File: config.mk
export PLATFORM = sky130hd
export DESIGN_NAME = imem_loader
export DESIGN_NICKNAME = d
export VERILOG_FILES = /design/src/rtl/mips_pkg.sv /design/src/rtl/byte_packer.sv /design/src/rtl/imem_loader.sv
export SDC_FILE = /design/constraint.sdc
export NUM_CORES = 1
export LEC_CHECK = 0
export CORE_ASPECT_RATIO = 1.75
export CORE_MARGIN = 2
export CORE_UTILIZATION = 40
export CTS_CLUSTER_SIZE = 30
export DETAILED_ROUTE_END_ITERATION = 8
export PLACE_DENSITY_LB_ADDON = 0.1
export SLEW_MARGIN = 20
export SYNTH_ARGS = -nofsm -noshare
export SYNTH_HDL_FRONTEND = slang
export SYNTH_SLANG_ARGS = --single-unit
File: constraint.sdc
create_clock -name clock -period 2.25 [get_ports clock]
set_clock_uncertainty 0.2 [all_clocks]
set_input_delay 0.225 -clock clock [delete_from_list [all_inputs] [get_ports clock]]
set_output_delay 0.225 -clock clock [all_outputs]
set_load 0.03 [all_outputs]
File: src/rtl/mips_pkg.sv
// Shared MIPS definitions: datapath word width, ULA opcodes and loader FSM states.
// Latency: n/a (types and constants only).
// Backpressure: n/a.
package mips_pkg;

    localparam int WORD_W = 32;
    localparam int BYTE_W = 8;

    // ULA (ALU) operation select used by the execute stage.
    typedef enum logic [2:0] {
        ULA_AND = 3'd0,
        ULA_OR  = 3'd1,
        ULA_ADD = 3'd2,
        ULA_SUB = 3'd6,
        ULA_SLT = 3'd7
    } ula_op_t;

    // Instruction-memory loader states.
    typedef enum logic [1:0] {
        ST_IDLE  = 2'd0,
        ST_RECV  = 2'd1,
        ST_WRITE = 2'd2,
        ST_DONE  = 2'd3
    } loader_state_t;

endpackage

File: src/rtl/byte_packer.sv
// Big-endian byte-to-word packer: shifts accepted bytes into a 32-bit word.
// Latency: o_word_ready is combinational with the 4th accepted byte; o_word valid the cycle after.
// Backpressure: none of its own; the owner only asserts i_shift on a real byte handshake.
// Ports: clock/reset_n; i_clr restarts the byte count; i_shift + i_data accept one byte;
//        o_word is the assembly register; o_word_ready flags the byte completing a word.
module byte_packer
    import mips_pkg::*;
(
    input  logic              clock,
    input  logic              reset_n,
    input  logic              i_clr,
    input  logic              i_shift,
    input  logic [BYTE_W-1:0] i_data,
    output logic [WORD_W-1:0] o_word,
    output logic              o_word_ready
);

    logic [1:0]        r_cnt;
    logic [WORD_W-1:0] r_word;

    always_ff @(posedge clock or negedge reset_n) begin
        if (!reset_n) begin
            r_cnt  <= 2'd0;
            r_word <= '0;
        end else if (i_clr) begin
            r_cnt <= 2'd0;
        end else if (i_shift) begin
            // First byte ends up in bits [31:24] after four shifts.
            r_word <= {r_word[WORD_W-BYTE_W-1:0], i_data};
            r_cnt  <= r_cnt + 2'd1;   // wraps 3 -> 0 naturally
        end
    end

    assign o_word       = r_word;
    assign o_word_ready = i_shift && (r_cnt == 2'd3);

endmodule

File: src/rtl/imem_loader.sv
// Boot loader: assembles a big-endian byte stream into words and writes them to i_mem.
// Latency: each word is written the cycle after its 4th byte handshake; done one cycle after the last write.
// Backpressure: in_ready only in RECV, dropped during the single WRITE cycle and outside a load.
// Ports: start/num_words request a load; in_valid/in_ready/in_data carry the byte stream;
//        mem_we/mem_addr/mem_wdata drive the i_mem write port; cpu_hold stalls PC/fetch;
//        done pulses at completion; error is sticky for an oversized request.
module imem_loader
    import mips_pkg::*;
#(
    parameter int unsigned DEPTH     = 64,
    parameter logic [31:0] BASE_ADDR = 32'h0000_0000
) (
    input  logic              clock,
    input  logic              reset_n,
    input  logic              start,
    input  logic [7:0]        num_words,
    input  logic              in_valid,
    input  logic [7:0]        in_data,
    output logic              in_ready,
    output logic              mem_we,
    output logic [31:0]       mem_addr,
    output logic [WORD_W-1:0] mem_wdata,
    output logic              cpu_hold,
    output logic              done,
    output logic              error
);

    loader_state_t     r_state;
    loader_state_t     w_state_nxt;
    logic [7:0]        r_num;
    logic [7:0]        r_idx;
    logic              r_error;

    logic              w_start_acc;
    logic              w_too_big;
    logic              w_hs;
    logic              w_last;
    logic              w_word_ready;
    logic [WORD_W-1:0] w_word;

    assign w_start_acc = (r_state == ST_IDLE) && start;
    assign w_too_big   = (32'(num_words) > DEPTH);
    assign w_hs        = in_valid && in_ready;
    // 9-bit compare so idx+1 cannot wrap before comparison.
    assign w_last      = (({1'b0, r_idx} + 9'd1) >= {1'b0, r_num});

    byte_packer u_packer (
        .clock        (clock),
        .reset_n      (reset_n),
        .i_clr        (w_start_acc),
        .i_shift      (w_hs),
        .i_data       (in_data),
        .o_word       (w_word),
        .o_word_ready (w_word_ready)
    );

    always_ff @(posedge clock or negedge reset_n) begin
        if (!reset_n) begin
            r_state <= ST_IDLE;
        end else begin
            r_state <= w_state_nxt;
        end
    end

    always_ff @(posedge clock or negedge reset_n) begin
        if (!reset_n) begin
            r_num   <= 8'd0;
            r_idx   <= 8'd0;
            r_error <= 1'b0;
        end else if (w_start_acc) begin
            r_num   <= num_words;
            r_idx   <= 8'd0;
            r_error <= w_too_big;
        end else if (r_state == ST_WRITE) begin
            r_idx <= r_idx + 8'd1;
        end
    end

    // Outputs decode from the registered state only, so reset clears them immediately.
    always_comb begin
        w_state_nxt = r_state;
        in_ready    = 1'b0;
        mem_we      = 1'b0;
        mem_addr    = 32'd0;
        mem_wdata   = '0;
        cpu_hold    = 1'b0;
        done        = 1'b0;
        case (r_state)
            ST_IDLE: begin
                if (start) begin
                    // Empty or oversized requests complete without touching memory.
                    if ((num_words == 8'd0) || w_too_big) begin
                        w_state_nxt = ST_DONE;
                    end else begin
                        w_state_nxt = ST_RECV;
                    end
                end
            end
            ST_RECV: begin
                in_ready = 1'b1;
                cpu_hold = 1'b1;
                if (w_word_ready) begin
                    w_state_nxt = ST_WRITE;
                end
            end
            ST_WRITE: begin
                cpu_hold  = 1'b1;
                mem_we    = 1'b1;
                mem_addr  = BASE_ADDR + {22'd0, r_idx, 2'b00};
                mem_wdata = w_word;
                w_state_nxt = w_last ? ST_DONE : ST_RECV;
            end
            ST_DONE: begin
                cpu_hold    = 1'b1;
                done        = 1'b1;
                w_state_nxt = ST_IDLE;
            end
            default: begin
                w_state_nxt = ST_IDLE;
            end
        endcase
    end

    assign error = r_error;

endmodule

---- Word-level counts from Yosys, hierarchy flattened ----
Cells that the tools add are included.
cells by class
  add/sub/neg operators ................... 3
  multipliers ............................. 0
  divide/modulo/power cells ............... 0
  $lt $le $gt $ge ......................... 2
  equal/unequal tests ..................... 6
  shift-type cells ........................ 0
  multiplexer cells ....................... 15
  bitwise gates (word level) .............. 1
  reductions and logical operators ........ 11
operator list
  operator                                                               count
  32-bit 2-to-1 mux                                                      1
  8-bit 2-to-1 mux                                                       2
  2-bit 2-to-1 mux                                                       6
  10-bit 2-to-1 mux                                                      1
  8-bit by 1-bit adder with 9-bit output, second input constant          1
  9-bit by 8-bit >= comparator with 1-bit output                         1
  8-bit by 1-bit adder with 8-bit output, second input constant          1
  8-bit by 7-bit > comparator with 1-bit output, second input constant   1
  8-bit logical NOT                                                      1
  2-bit one-hot mux with 4 select lines                                  1
  2-bit equality test, second input constant                             3
  1-bit 2-to-1 mux                                                       4
  2-bit AND reduction                                                    2
  2-bit nonzero test                                                     2
  1-bit logical AND                                                      3
  3-bit OR reduction                                                     1
  2-bit by 1-bit adder with 2-bit output, second input constant          1
  2-bit by 1-bit equality test with 1-bit output, second input constant  1
  2-bit logical NOT                                                      1
  2-bit by 1-bit != test with 1-bit output, second input constant        1
  2-bit != test, second input constant                                   1
  1-bit logical OR                                                       1
  1-bit NOT                                                              1
word-level totals
  bits in registers ....................... 53
  latch bits .............................. 0
  memory bits (writable) .................. 0
  ROM bits ................................ 0
  logic and storage cells ................. 44
  memories kept ........................... 0

---- Longest topological paths before layout ----
  word-level depth ........................ 6
  mapped depth ............................ 9
  gate-level depth less buffers ........... 9

---- Modules after synthesis ----
Synthesis repeated with hierarchy kept, for this count alone.
unflattened totals
  cell total of the unflattened synthesis .. 268
  area total of the unflattened synthesis .. 3004.1 um2
by module, submodules not included
  module       times used  cells an instance  area an instance (um2)  seq. area each (um2)
  imem_loader  1           191                1549.0                  475.5
  byte_packer  1           77                 1455.1                  850.8

---- Worst setup path before layout ----
Ideal clock, no wire load.
  kind .................................... reg-to-reg
  start point ............................. register r_idx[0]
  end point ............................... register r_state[1]
  library setup time ...................... 0.133 ns
  arrival time ............................ 1.819 ns
  required time ........................... 1.917 ns
  setup slack ............................. 0.098 ns
  cell stages (with the launch flop) ...... 9
  path buffers ............................ 0
  period minus slack after synthesis ...... 2.152 ns
  cells stage by stage .................... dfrtp_1 ha_1 and3_1 xor2_1 ha_1 a211oi_1 nand2_1 a31oi_1 o221ai_2
between the ends
  word-level cells in the longest chain between the ends .. 4
ends and longest elaborated chain
  element                                         line                RTL
  start: declaration                              imem_loader.sv:31   logic [7:0] r_idx;
  start signal: assignment                        imem_loader.sv:75   r_idx <= r_idx + 8'd1;
  8-bit by 1-bit adder with 9-bit output          imem_loader.sv:45   assign w_last = (({1'b0, r_idx} + 9'd1) >= {1'b0, r_num});
  9-bit by 8-bit >= comparator with 1-bit output  imem_loader.sv:45
  2-bit 2-to-1 mux                                imem_loader.sv:111  w_state_nxt = w_last ? ST_DONE : ST_RECV;
  2-bit one-hot mux with 4 select lines           imem_loader.sv:88   case (r_state)
  end signal: assignment                          imem_loader.sv:61   r_state <= w_state_nxt;
  end: declaration                                imem_loader.sv:28   loader_state_t r_state;
Every way passes these cells.
A chain may end at the register's enable or synchronous reset.

---- Worst setup path after layout ----
  start point ............................. register r_idx[1]
  end point ............................... register r_state[1]
The elaborated chain is that of the path after synthesis.

==> impl_metrics.tcl <==
set metrics [dict create \
    synthSimpleGateAreaFrac 0.1684 \
    drc 0 \
    final_common_cell "dfrtp_1" \
    grt_pass1_wl_microns 9722 \
    rsz0062_at_grt "false" \
    cts_max_path_buffers 2 \
    numClockSinks 53 \
    min_to "u_packer.o_word[29]" \
    dp_hpwl_microns 4582 \
    critPathKind "flip-flop to flip-flop" \
    drive_above_1_share 0.3294 \
    setup-violations-final 0 \
    die_w_microns 67.77 \
    clockRootBuffer "clkbuf_16" \
    gp_congestion 0.7525 \
    fmax_mhz 458.1 \
    switching_share 0.3625 \
    antenna_found_initial 0 \
    synth_top_family_by_area "simple AND/OR/NAND/NOR gates" \
    mostFrequentLayoutCells "dfrtp_1 (53), buf_4 (49), and2_1 (41), mux2_2 (32), conb_1 (24)" \
    peakVddDrop_uv 704.5 \
    r2r_start "r_idx[1]" \
    dp_slack_ps 23.32 \
    hold_path.class "flip-flop to flip-flop" \
    p_int_mw 2.653 \
    wire_per_inst_microns 14.56 \
    finalPower_mw 4.161 \
    nNetsFinal 369 \
    cts_tree "built" \
    hold_start "u_packer.o_word[29]" \
    maxCapViolCount 0 \
    synthMuxAreaShare 0.1354 \
    power_frac_comb 0.420 \
    cts.clk_slew.worst_paths_ps 70 \
    ff2ff_setup_slack_ps 70 \
    cp_max_fo 5 \
    fin_crit_sh 0.9703 \
    synth_xor_area_frac 0.02154 \
    coreArea_sq_um 6857 \
    vias_per_cell 4.781 \
    powerDensity_nw_per_um2 1116 \
    power_frac_clock 0.183 \
    synth_fa_ha_area_frac 0.04396 \
    finalSetupTns_ps 0 \
    io_buffer_count 64 \
    insertion_delay_ps 290 \
    ys_types 35 \
    grt_overflow_total 0 \
    power.share.sequential 0.397 \
    syn_area_per_cell_sq_um 10.74 \
    ys_warn_count 0 \
    period_minus_slack_ps 2183 \
    wl_microns 6175 \
    cp_data_arrival_time_ps 2150 \
    h-tree-depth 2 \
    grt_usage 0.1660 \
    p_sw_mw 1.508 \
    synth-compound-area-share 0.07033 \
    hold_viol 0 \
    cts_buffers 5 \
    end_kind "flip-flop" \
    firstDrtPassIters 4 \
    final.setup.worst_slack_ps 66.87 \
    instances_no_fill 424 \
    dp.cells 409 \
    grt_pass1_vias 2043 \
    start_kind "flip-flop" \
    synthCells 265 \
    drt_iter0_drc 72 \
    areaGrowthSynthToFinish_pct 31.03 \
    whs_path_depth 1 \
    worst_pin_slew_ps 695.1 \
    antenna_cells 0 \
    syn_area_sq_um 2846 \
    vias 2027 \
    rows 40 \
    worstPathRequired_ps 2220 \
    slew_headroom 0.5366 \
    die-height_microns 115.6 \
    whs_ps 297.5 \
    die-area_sq_um 7834 \
    start_util 0.4151 \
    run_status "finished clean" \
    ant_nets 0 \
    drv_slew 0 \
    grt_start_max_net_pins 54 \
    ios 89 \
    power.leakage_nw 1.789 \
    placed_cell_area_sq_um 3495 \
    final_area_sq_um 3730 \
    final_util 0.5440 \
    r2r_end "r_state[1]" \
    worst_r2r_path_depth 8 \
    ys_ff_latch 53 \
    ys_seq_area_frac 0.4659 \
]
[worst max-delay path by stage]
stage | cells past startpoint | start | endpoint | slack (ps)
after global placement | 8 | r_idx[0] | r_state[1] | 60
after global routing | 8 | r_idx[1] | r_state[1] | 4
final | 8 | r_idx[1] | r_state[1] | 70
after detailed placement | 8 | r_idx[0] | r_state[1] | 20
after floorplan | 8 | r_idx[0] | r_state[1] | 100
after CTS | 8 | r_idx[0] | r_state[1] | 20
[state kept, by name (all words and copies together), names as in the netlist]
name / cells
u_packer.o_word: 32
u_packer.r_cnt: 2
r_num: 8
r_idx: 8
r_state: 2
error: 1
[per-layer routing]
| layer | vias to the layer above | GRT usage | wire (microns) |
|---|---|---|---|
| met2 | 49 | 0.3131 | 3508 |
| met1 | 988 | 0.1755 | 2315 |
| met3 | 6 | 0.03883 | 286 |
| met5 | - | 0 | 0 |
| li1 | 984 | - | - |
| met4 | 0 | 0.05200 | 65 |
[power by group through the flow]
stage	registers (mW)	clock network (mW)	logic, mW
after global placement	1.66	0	1.68
after CTS	1.66	0.799	1.71
final	1.65	0.763	1.75
after floorplan	1.59	0	1.21
after detailed placement	1.67	0	1.71
after global routing	1.72	0.835	1.93
[layout make-up]
| type | count | area (sq um) |
|---|---|---|
| repair buffers | 80 | 742.0 |
| multi-input cells | 190 | 1374 |
| clock inverters | 3 | 21.27 |
| clock buffers | 5 | 125.1 |
| flip-flops and latches | 53 | 1326 |
| fillers | 638 | 3127 |
| inverters | 9 | 36.28 |
| well taps | 84 | 105.1 |
[synthesized netlist by cell type, drive strengths merged]
master	instances	area, sq um
dfrtp	53	1326
and2	42	262.8
mux2	33	375.4
buf	29	205.2
nand2	24	92.59
o21ai	14	70.07
ha	10	125.1
inv	9	33.78
clkbuf	7	26.28
nor2	5	18.77
a21oi	4	20.02
nand3	4	20.02
xor2	4	35.03
a22o	3	26.28
xnor2	3	26.28
a31oi	2	12.51
and3	2	12.51
nor2b	2	12.51
o31ai	2	15.01
a211oi	1	7.510
a32o	1	10.01
a41oi	1	8.760
and4	1	8.760
conb	1	3.750
mux2i	1	10.01
nand2b	1	6.260
nor3b	1	12.51
nor4	1	21.27
o211ai	1	7.510
o21a	1	7.510
o221ai	1	15.01
or4	1	11.26
[what timing repair did]
action	CTS	global route
hold endpoints to repair	53	0
pin swaps	0	2
gates cloned	0	0
setup endpoints to repair	37	24
setup buffers	0	6
hold buffers	1	0
resized for setup	2	10
[kinds of logic after synthesis]
group / after synthesis
AO/OA/AOI/OAI: 31
other: 1
adder cells (fa/ha/maj): 10
AND/OR/NAND/NOR: 84
XOR/XNOR: 7
multiplexers: 34
flip-flops: 53
buffers and inverters: 45
[critical path, cell delays in order (launching register included)]
cell and delay (ps):
dfrtp_1 430, ha_2 200, and3_4 200, xor2_2 150, ha_1 340, a211oi_2 180, nand2_1 80, a31oi_1 180
o221ai_2 110
(Power assumes the default switching activity.)
==> RTL change 1: new RTL, same settings <==
Reset style: synchronous (`reset_n`), changed in 3 clocked blocks.
--- a/src/rtl/byte_packer.sv
+++ b/src/rtl/byte_packer.sv
@@ -20,3 +20,3 @@
 
-    always_ff @(posedge clock or negedge reset_n) begin
+    always_ff @(posedge clock) begin
         if (!reset_n) begin
--- a/src/rtl/imem_loader.sv
+++ b/src/rtl/imem_loader.sv
@@ -56,3 +56,3 @@
 
-    always_ff @(posedge clock or negedge reset_n) begin
+    always_ff @(posedge clock) begin
         if (!reset_n) begin
@@ -64,3 +64,3 @@
 
-    always_ff @(posedge clock or negedge reset_n) begin
+    always_ff @(posedge clock) begin
         if (!reset_n) begin
Function: differs if reset_n is asserted again (counterexample within 4 cycles, from zero or initial values and one cycle with reset_n low); with reset_n held inactive, the same outputs for 10 cycles.
==> RTL change 1 against the unedited design <==
Via count grew 14%. Wire length grew 5.5%. Design area grew 0.77%. Worst setup slack lost 0.047 ns. Critical endpoint is now r_state[1]$_SDFFE_PN0P_. Fmax shrank 2.1%. Sequential cell count is the same. Area after synthesis grew 5.0%.
Power is not compared: it rests on default switching activity, and its combinational part moved more than twofold at a synthesized area within 25%.
==> RTL change 1: results (changes against the unedited design) <==
- Maximum single-stage delay on the critical path: 0.37 ns (was 0.43 ns)
- Synthesized-area fraction occupied by xor and xnor cells: 0.0440 (was 0.0215)
- Share of flip-flops with an asynchronous set or reset: 0 (was 1.00)
- Max-slew headroom at the worst pin: 0.612 (was 0.537)
- Met1 Wirelength: 2.57 mm (was 2.32 mm)
- Most area-consuming cells after synthesis: dfxtp_1, a21oi_2, and2_1 (was dfrtp_1, mux2_2, and2_1)
- Met3 WL: 237 um (was 286 um)
- Endpoint, Worst Hold: error$_SDFFE_PN0P_ (was u_packer.o_word[29]$_DFFE_PN0P_)
- Number of different library cells in the post-synthesis netlist: 45 (was 35)
- Vias: 2317 (was 2027)
- GRT met2 Usage: 0.303 (was 0.313)
- WHS: 0.255 ns (was 0.298 ns)
- R2R Path Start: r_idx[0]$_SDFFE_PP0P_ (was r_idx[1]$_DFFE_PN0P_)
- Nets: 445 (was 369)
- Antenna violations before repair: 0 (unchanged)
- Total of buffers placed on input and output ports: 64 (unchanged)
- FF-to-FF path depth: 9 (was 8)
- H-Tree Depth: 2 (unchanged)
- Worst endpoint data arrival time: 2.19 ns (was 2.15 ns)
- Adder and majority gate portion of the synthesized area: 0.0419 (was 0.0440)
- Critical path's slowest cell: dfxtp_4 (was dfrtp_1)
- Routability congestion estimate from global placement: 0.764 (was 0.753)
- Combinational family with the most area after synthesis: simple AND/OR/NAND/NOR gates (unchanged)
- First-pass GRT wire length: 10.8 mm (was 9.72 mm)
- Hold path cells: 2 (was 1)
- Total wire length after detailed routing: 6.51 mm (was 6.18 mm)
- Pre-antenna DRT Iters: 4 (unchanged)
- Layout cell share with drive strength beyond 1: 0.353 (was 0.329)
- Post-Route Setup TNS: 0 ns (unchanged)
- Pin count of the biggest net entering global routing: 34 (was 54)
- Mux contribution to synthesized area: 0.00335 (was 0.135)
- Most common library cells after synthesis: nand2_1, dfxtp_1, and2_1 (was dfrtp_1, and2_1, mux2_2)
- Crit path capture: r_state[1]$_SDFFE_PN0P_ (was r_state[1]$_DFFE_PN0P_)
- First DRT Iteration DRCs: 66 (was 72)
- Capture instance of the worst register-to-register path: r_state[1]$_SDFFE_PN0P_ (was r_state[1]$_DFFE_PN0P_)
- Number of design rule violations left after detail routing: 0 (unchanged)
- Result of the run: complete, no violations (unchanged)
- Critical path's top delay family: compound AO/OA/AOI/OAI gates (was adder cells)
- Start point of the worst hold path: error$_SDFFE_PN0P_ (was u_packer.o_word[29]$_DFFE_PN0P_)
- Post-synthesis compound-gate area fraction: 0.145 (was 0.0703)
- Maximum net fanout on the critical path: 3 (was 5)
- Met1 track utilization from global routing: 0.181 (was 0.176)
- Routed wire length on met2: 3.59 mm (was 3.51 mm)
- Met3 track utilization from global routing: 0.0273 (was 0.0388)
- Minimum setup slack among reg-to-reg paths: 0.02 ns (was 0.07 ns)
- Sequential element share of the synthesized area: 0.355 (was 0.466)
- Global-route usage over all layers: 0.162 (was 0.166)
- Half-perimeter wire length after detailed placement: 4.79 mm (was 4.58 mm)
## RTL change 1: cell types whose count changed in the layout (fill, tap and decap cells not counted), sizes merged, moves of 7 or more
cell | unedited run | this run
dfxtp | 0 | 53
o21ai | 14 | 7
nand2 | 24 | 85
dfrtp | 53 | 0
nor2 | 5 | 16
mux2 | 33 | 0
a21oi | 4 | 37
## RTL change 1: where the power goes
part / switching (uW) / internal, uW / total (uW)
registers: 20.8 / 966 / 986
logic: 233 / 133 / 366
clock network: 316 / 415 / 731
## RTL change 1: cell families (layout without fill, tap and decap cells)
family	count (synthesis)	in the layout
AO/OA/AOI/OAI	55	55
XOR/XNOR	15	15
adder cells (fa/ha/maj)	10	10
buffers and inverters	50	101
flip-flops	53	53
multiplexers	1	1
other	1	24
AND/OR/NAND/NOR	157	157
## RTL change 1: timing repair
item | 4_1_cts | 5_1_grt
setup buffers | 3 | 1
resized for setup | 7 | 5
endpoints found under the setup margin | 1 | 1
pin swaps | 5 | 9
## RTL change 1: area by class of cell
| cell class | instances | area (sq um) |
|---|---|---|
| Multi-Input combinational cell | 262 | 1680 |
| Inverter | 10 | 37.5 |
| Sequential cell | 53 | 1070 |
| Tap cell | 86 | 108 |
| Fill cell | 733 | 3470 |
| Timing Repair Buffer | 83 | 724 |
| Clock buffer | 8 | 136 |
## RTL change 1: stage by stage
stage / cells / worst slack (ns) / instance area (sq um)
floorplan: 365 / 0.0140 / 3090
global placement: 490 / -0.0332 / 3540
detailed placement: 490 / -0.101 / 3540
CTS: 501 / 0.00231 / 3720
global route: 502 / -0.0701 / 3760
finish: 502 / 0.0198 / 3760
==> RTL change 2: new RTL, same settings <==
Without the edit above. The package constant `WORD_W` goes from 32 to 48.
--- a/src/rtl/mips_pkg.sv
+++ b/src/rtl/mips_pkg.sv
@@ -5,3 +5,3 @@
 
-    localparam int WORD_W = 32;
+    localparam int WORD_W = 48;
     localparam int BYTE_W = 8;
Interface: changed (resized mem_wdata); port bits go from 89 to 105. No check against the original RTL was run, so the function may have changed too.
==> RTL change 2 against the unedited design <==
Critical path depth increased by 1. Final cell count grew 25%. Power rose by 38%. Sequential share of layout area increased by 0.97 points. Critical endpoint unchanged. Sequential cell count grew 16. Wire length rose by 18%. Area after synthesis rose by 24%. Highest routed layer unchanged. Worst setup slack worse by 0.034 ns. Sequential power grew 30%. Design area is 27% higher.
==> RTL change 2: results (changes against the unedited design) <==
- Class of the tightest hold or removal check: in -> async (was reg -> reg)
- Routability congestion estimate from global placement: 0.838 (was 0.753)
- Number of different library cells in the post-synthesis netlist: 37 (was 35)
- FF-to-FF path depth: 9 (was 8)
- Most area-consuming cells after synthesis: dfrtp_1, mux2_2, and2_1 (unchanged)
- Net switching share of the total power: 0.332 (was 0.362)
- Pin count of the biggest net entering global routing: 65 (was 54)
- Worst endpoint data arrival time: 2.21 ns (was 2.15 ns)
- Total clock buffers created by CTS: 9 (was 5)
- Reported leakage power: 0.00229 uW (was 0.00179 uW)
- Half-perimeter wire length after detailed placement: 5.09 mm (was 4.58 mm)
- H-Tree Depth: 3 (was 2)
- Maximum net fanout on the critical path: 3 (was 5)
- Vias: 2476 (was 2027)
- R2R Path Start: r_idx[3]$_DFFE_PN0P_ (was r_idx[1]$_DFFE_PN0P_)
- Worst-Skew Late Latency: 0.32 ns (was 0.29 ns)
- Layout cell share with drive strength beyond 1: 0.362 (was 0.329)
- Routed wire per std cell: 13.7 um (was 14.6 um)
- Most common library cells after synthesis: dfrtp_1, and2_1, mux2_2 (unchanged)
- Minimum setup slack among reg-to-reg paths: 0.03 ns (was 0.07 ns)
- Worst-case vdd ir drop: 701 uV (was 704 uV)
- Share of flip-flops with an asynchronous set or reset: 1.00 (unchanged)
- Sequential element share of the synthesized area: 0.488 (was 0.466)
- Total of buffers placed on input and output ports: 80 (was 64)
- Number of flip-flops in the largest register: 48 (was 32)
- Number of non-filler instances in the completed layout: 531 (was 424)
- Global-route usage over all layers: 0.158 (was 0.166)
- Start point of the critical path: r_idx[3]$_DFFE_PN0P_ (was r_idx[1]$_DFFE_PN0P_)
- Post-Synthesis Mean Instance Area: 11.1 sq um (was 10.7 sq um)
- First DRT Iteration DRCs: 97 (was 72)
- Nets: 439 (was 369)
- First-pass GRT wire length: 11.6 mm (was 9.72 mm)
- Cells after DPL: 513 (was 409)
- Result of the run: complete, no violations (unchanged)
- Filler Cells Inserted: 781 (was 638)
==> RTL change 2: cell types whose count changed after synthesis, sizes merged, moves of 4 or more <==
cell,delta
mux2,+15
dfrtp,+16
nand3,+8
and2,+15
nand2,+4
==> RTL change 2: timing repair <==
item                                    in CTS  in global routing
gates resized for setup                      1                 11
hold endpoints to repair                    18                  0
buffers inserted                             0                  1
hold buffers                                 1                  0
endpoints found under the setup margin       1                 57
pin swaps                                    1                  7
cloned                                       0                  0
==> RTL change 2: worst min-delay path by stage <==
stage	to	slack (ns)	cells after the start	from
2_1_floorplan	error$_DFFE_PN0P_	-0.27	0	reset_n
3_3_place_gp	r_num[6]$_DFFE_PN0P_	-0.002	1	reset_n
3_5_place_dp	r_num[6]$_DFFE_PN0P_	0.01	1	reset_n
4_1_cts	r_num[0]$_DFFE_PN0P_	0.21	2	reset_n
5_1_grt	r_num[0]$_DFFE_PN0P_	0.23	2	reset_n
6_report	r_num[0]$_DFFE_PN0P_	0.19	2	reset_n
==> RTL change 2: worst max-delay path, stage by stage (launching register included) <==
cell and delay (ns):
dfrtp_1 0.36, and3_4 0.21, and3_4 0.21, nand3_4 0.08, xnor2_2 0.14, ha_1 0.33, a21oi_2 0.14, o21ai_1 0.07
a311oi_1 0.26, o22ai_1 0.10
==> RTL change 2: layout make-up <==
class | count | area (sq um) | share of cell area
clock buffers | 11 | 233 | 0.0492
clock inverters | 5 | 75.1 | 0.0159
multi-input cells | 226 | 1660 | 0.352
well taps | 117 | 146 | 0.0310
repair buffers | 94 | 848 | 0.179
flip-flops and latches | 69 | 1730 | 0.365
inverters | 9 | 33.8 | 0.00715
==> RTL change 2: logic make-up after synthesis <==
family / synth area share
simple gates: 0.180
flops: 0.488
mux: 0.153
buf+inv: 0.0835
compound gates: 0.0439
fa+ha+maj: 0.0354
xor+xnor: 0.0149
other cells: 0.00106
==> RTL change 2: metrics by stage <==
stage                     area [sq um]  hold slack (ns)   TNS [ns]  power (uW)  setup WS (ns)
final                             4730            0.190          0        5740         0.0328
after global routing              4730            0.231     -0.132        6120         -0.132
after CTS                         4660            0.206          0        5800        0.00644
after detailed placement          4340           0.0100  -0.000933        4300      -0.000933
after global placement            4340         -0.00201   -0.00655        4220       -0.00655
after floorplan                   3620           -0.271          0        3650         0.0332
==> RTL change 2: power by group through the flow <==
stage	Clock, uW	Combinational (uW)	Sequential (uW)
floorplan	0	1560	2100
global placement	0	2080	2140
detailed placement	0	2120	2180
CTS	1500	2130	2160
global route	1550	2330	2240
finish	1460	2120	2150
==> RTL change 2: routing by layer <==
metal,wire [um],vias to the layer above,GRT usage
met5,0,-,0
met4,156,0,0.0830
met3,396,10,0.0368
met2,3730,77,0.245
met1,3010,1193,0.201
li1,-,1196,-
